## src/rtl/btn_debounce_pulse.sv

```systemverilog
// Debounces a raw asynchronous button input. The input is synchronised first.
// A new level is accepted only after STABLE_CYCLES identical samples in a row.
// The block gives a registered level and one-cycle rise/fall pulses.
module btn_debounce_pulse #(
    parameter int SYNC_STAGES   = 2,
    parameter int STABLE_CYCLES = 4
) (
    input  logic clk,
    input  logic rst,
    input  logic btn_in,
    output logic level,
    output logic rise_pulse,
    output logic fall_pulse,
    output logic bouncing
);

    localparam int CW = $clog2(STABLE_CYCLES) + 1;
    localparam logic [CW-1:0] CNT_LAST = CW'(STABLE_CYCLES - 1);

    typedef enum logic [1:0] {
        S_LOW  = 2'd0,
        S_L2H  = 2'd1,
        S_HIGH = 2'd2,
        S_H2L  = 2'd3
    } state_t;

    logic [SYNC_STAGES-1:0] sync_q, sync_d;
    state_t                 state_q, state_d;
    logic [CW-1:0]          cnt_q, cnt_d;
    logic                   level_q, level_d;
    logic                   rise_q, rise_d;
    logic                   fall_q, fall_d;
    logic                   bouncing_q, bouncing_d;
    logic                   s;

    // The FSM looks only at the last synchroniser stage.
    assign s = sync_q[SYNC_STAGES-1];

    // Shift the raw input through the synchroniser chain.
    always_comb begin
        sync_d = {sync_q[SYNC_STAGES-2:0], btn_in};
    end

    // Next-state logic. The counter holds the number of agreeing samples seen.
    // The counter restarts on every state entry and stops at CNT_LAST, so it never wraps.
    always_comb begin
        state_d = state_q;
        cnt_d   = cnt_q;
        level_d = level_q;
        rise_d  = 1'b0;
        fall_d  = 1'b0;
        unique case (state_q)
            S_LOW: begin
                if (s) begin
                    state_d = S_L2H;
                    cnt_d   = CW'(1);
                end
            end
            S_L2H: begin
                if (!s) begin
                    state_d = S_LOW;
                    cnt_d   = '0;
                end else if (cnt_q == CNT_LAST) begin
                    state_d = S_HIGH;
                    cnt_d   = '0;
                    level_d = 1'b1;
                    rise_d  = 1'b1;
                end else begin
                    cnt_d = cnt_q + CW'(1);
                end
            end
            S_HIGH: begin
                if (!s) begin
                    state_d = S_H2L;
                    cnt_d   = CW'(1);
                end
            end
            S_H2L: begin
                if (s) begin
                    state_d = S_HIGH;
                    cnt_d   = '0;
                end else if (cnt_q == CNT_LAST) begin
                    state_d = S_LOW;
                    cnt_d   = '0;
                    level_d = 1'b0;
                    fall_d  = 1'b1;
                end else begin
                    cnt_d = cnt_q + CW'(1);
                end
            end
            default: begin
                state_d = S_LOW;
                cnt_d   = '0;
            end
        endcase
        // Decode from the next state so the flop matches the state register.
        bouncing_d = (state_d == S_L2H) || (state_d == S_H2L);
    end

    // State and output registers. Reset wins over any transition or pulse in progress.
    always_ff @(posedge clk) begin
        if (rst) begin
            sync_q     <= '0;
            state_q    <= S_LOW;
            cnt_q      <= '0;
            level_q    <= 1'b0;
            rise_q     <= 1'b0;
            fall_q     <= 1'b0;
            bouncing_q <= 1'b0;
        end else begin
            sync_q     <= sync_d;
            state_q    <= state_d;
            cnt_q      <= cnt_d;
            level_q    <= level_d;
            rise_q     <= rise_d;
            fall_q     <= fall_d;
            bouncing_q <= bouncing_d;
        end
    end

    assign level      = level_q;
    assign rise_pulse = rise_q;
    assign fall_pulse = fall_q;
    assign bouncing   = bouncing_q;

endmodule

```

## config.mk

```make
export PLATFORM = sky130hd
export DESIGN_NAME = btn_debounce_pulse
export DESIGN_NICKNAME = d
export VERILOG_FILES = /design/src/rtl/btn_debounce_pulse.sv
export SDC_FILE = /design/constraint.sdc
export NUM_CORES = 1
export LEC_CHECK = 0
export ABC_AREA = 1
export CAP_MARGIN = 0
export CORE_MARGIN = 5
export CORE_UTILIZATION = 25
export DETAILED_ROUTE_END_ITERATION = 10
export PLACE_DENSITY = 0.52
export SLEW_MARGIN = 10
export SYNTH_ARGS = -nofsm -noshare
export SYNTH_HDL_FRONTEND = slang
export SYNTH_SLANG_ARGS = --single-unit
export TNS_END_PERCENT = 1
```

## constraint.sdc

```tcl
create_clock -name clk -period 2.4 [get_ports clk]
set_clock_uncertainty 0.15 [all_clocks]
set_input_delay 0.24 -clock clk [delete_from_list [all_inputs] [get_ports clk]]
set_output_delay 0.24 -clock clk [all_outputs]
set_load 0.005 [all_outputs]
```

==> flow_metrics.py <==
metrics = {
    "status": {
        "status": "complete, no violations",
    },
    "floorplan": {
        "die_area_um2": 2470,
        "initial_core_util_pct": 26.2,
        "die_h_um": 49.7,
        "die_x_um": 49.7,
        "core_area_um2": 1510,
        "io_pins": 7,
        "rows": 14,
    },
    "grt": {
        "antenna_found_initial": 0,
        "grt_pass1_wl_mm": 1.07,
        "grt_usage_pct": 5.79,
        "grt_pass1_vias": 266,
        "grt_overflow_total": 0,
        "grt_max_degree": 7,
    },
    "clocking": {
        "clk_latency_ns": 0.26,
        "h-tree-depth": 1,
        "postCtsHoldBufs": 0,
        "cts_tree": "done",
        "cts-root-buf": "clkbuf_4",
        "postCtsSetupBuffers": 0,
        "cts_resized": 0,
        "clk_pin_slew_worst_paths_ns": 0.07,
        "cts_sinks": 10,
        "clockBufferDepth": 2,
        "cts_made_buffers": 3,
    },
    "detailed_routing": {
        "wire_per_inst_um": 8.67,
        "drt_first_iter_violations": 5,
        "wl_um": 676,
        "wl_met2_um": 286,
        "wl_met3_um": 46,
        "antenna_left": 0,
        "vias_per_cell": 4.36,
        "vias": 340,
        "drt-met1-wl_um": 321,
        "remaining_drc_errors": 0,
        "dr.pass1.iters": 4,
        "routed.top_layer": "met4",
    },
    "yosys": {
        "netlist_area_um2": 394,
        "ys_seq_elements": 10,
        "ys_types": 13,
        "synth_commonest_cells": "10 x dfxtp_1, 10 x nor2_1, 9 x nand2_1",
        "yosysTopAreaCellShare_pct": 50.8,
        "async_flop_share_pct": 0,
        "synth-edff-count": 0,
        "synth_ff_type": "dfxtp_1",
        "yosys.area.top_type": "dfxtp_1",
        "syn_nets": 56,
        "ys_top_cells_by_area": "dfxtp_1 51%, nor2_1 9.5%, nand2_1 8.6%",
        "syn_avg_cell_area_um2": 7.58,
        "syn_inst": 52,
        "seq_area_frac_synth_pct": 50.8,
        "yosys_warnings": 0,
    },
    "timing": {
        "rsz0062_at_grt": "no",
        "period_share_pct": 67.5,
        "fin_crit_ns": 1.62,
        "setup_violations": 0,
        "finalSetupTns_ns": 0,
        "slew_headroom_pct": 86.2,
        "max_freq_ghz": 0.617,
        "finalMaxSlewViolations": 0,
        "worst_pin_slew_ns": 0.207,
        "final-hold-violation-count": 0,
    },
    "critical_path": {
        "reg2reg_slack_ns": 1.09,
        "worstSetupEndpointType": "primary output",
        "setup.worst_path.start_class": "flop",
        "path_buf_inv": 1,
        "cp_top_family": "buffers and inverters",
        "crit_fanout": 6,
        "max_stage_delay_ns": 0.54,
        "path_cells": "clkdlybuf4s50_1",
        "worstSetupPathType": "flop to primary output",
        "critPathSlowestCell": "clkdlybuf4s50_1",
        "critical_path_arrival_ns": 1.23,
        "required_ns": 2.01,
    },
    "pwr": {
        "power_density_nw_per_um2": 657,
        "leakagePower_uw": 0.000215,
        "peakVddDrop_mv": 0.282,
    },
    "place": {
        "place_area_um2": 474,
        "place.gp.congestion": 0.767,
        "dp_hpwl_um": 504,
        "portBuffers": 6,
    },
    "final_layout": {
        "final_cell_area_um2": 510,
        "syn2layout_area_growth_pct": 29.5,
        "diodes": 0,
        "nets": 67,
        "drive_gt1_share_pct": 12.9,
    },
    "worst_hold_path": {
        "min_path_type": "flop to flop",
    },
    "run": {
        "cap_violations": 0,
    },
}
## logic make-up (layout without fill, tap and decap cells)
logic type               count (synthesis)  count (layout)  synth area share, %
adder cells (fa/ha/maj)                  1               1                 3.17
flip-flops                              10              10                 50.8
AND/OR/NAND/NOR                         28              28                 32.4
buffers and inverters                    9              19                 8.57
AO/OA/AOI/OAI                            4               4                 5.08
## report_power, final
group,total (uW),switching [uW],internal [uW],leakage (uW)
Clock,151,59.0,92.1,0.0000210
Combinational,13.4,6.97,6.43,0.000113
Sequential,171,2.26,169,0.0000812
## state kept, by name, indices dropped and copies added (netlist names)
| register | count |
|---|---|
| cnt_q | 3 |
| fall_pulse | 1 |
| level | 1 |
| rise_pulse | 1 |
| state_q | 2 |
| sync_q | 2 |
## layout make-up
type,count,area (um2)
Fill cell,168,996
Sequential cell,10,200
Multi-Input combinational cell,33,160
Timing Repair Buffer,6,60.1
Clock buffer,4,36.3
Inverter,9,33.8
Tap cell,16,20.0
## layout by cell type (no fill, tap or decap), drive strengths merged
cell type	n
nor2	11
ha	1
nand3	3
nor3	1
a21oi	2
clkdlybuf4s50	6
nand4	2
clkbuf	4
nand2	11
o21ai	2
inv	9
dfxtp	10
## path summary, 6_finish.rpt
kind                             endpoint  startpoint  cells past startpoint
worst min-delay path            sync_q[1]   sync_q[0]                      2
worst min register to register  sync_q[1]   sync_q[0]                      2
worst max-delay path             bouncing  state_q[0]                      1
worst max register to register      level    cnt_q[0]                      6
## through the flow
step / hold WS, ns / instances / util, % / worst slack, ns / power [uW]
floorplan: 0.159 / 52 / - / 1.24 / 182
global placement: 0.248 / 74 / 31.5 / 1.03 / 188
detailed placement: 0.245 / 74 / 31.5 / 1.01 / 188
CTS: 0.255 / 78 / 33.9 / 0.766 / 342
global route: 0.278 / 78 / 33.9 / 0.718 / 353
finish: 0.254 / 78 / 33.9 / 0.779 / 336
## layer usage
metal  vias to the layer above  GRT usage (%)
met5                         -              0
met4                         0           6.55
met3                         2           1.81
met2                        10           7.63
met1                       149           6.75
li1                        179              -
Power figures use the tool's default switching activity.
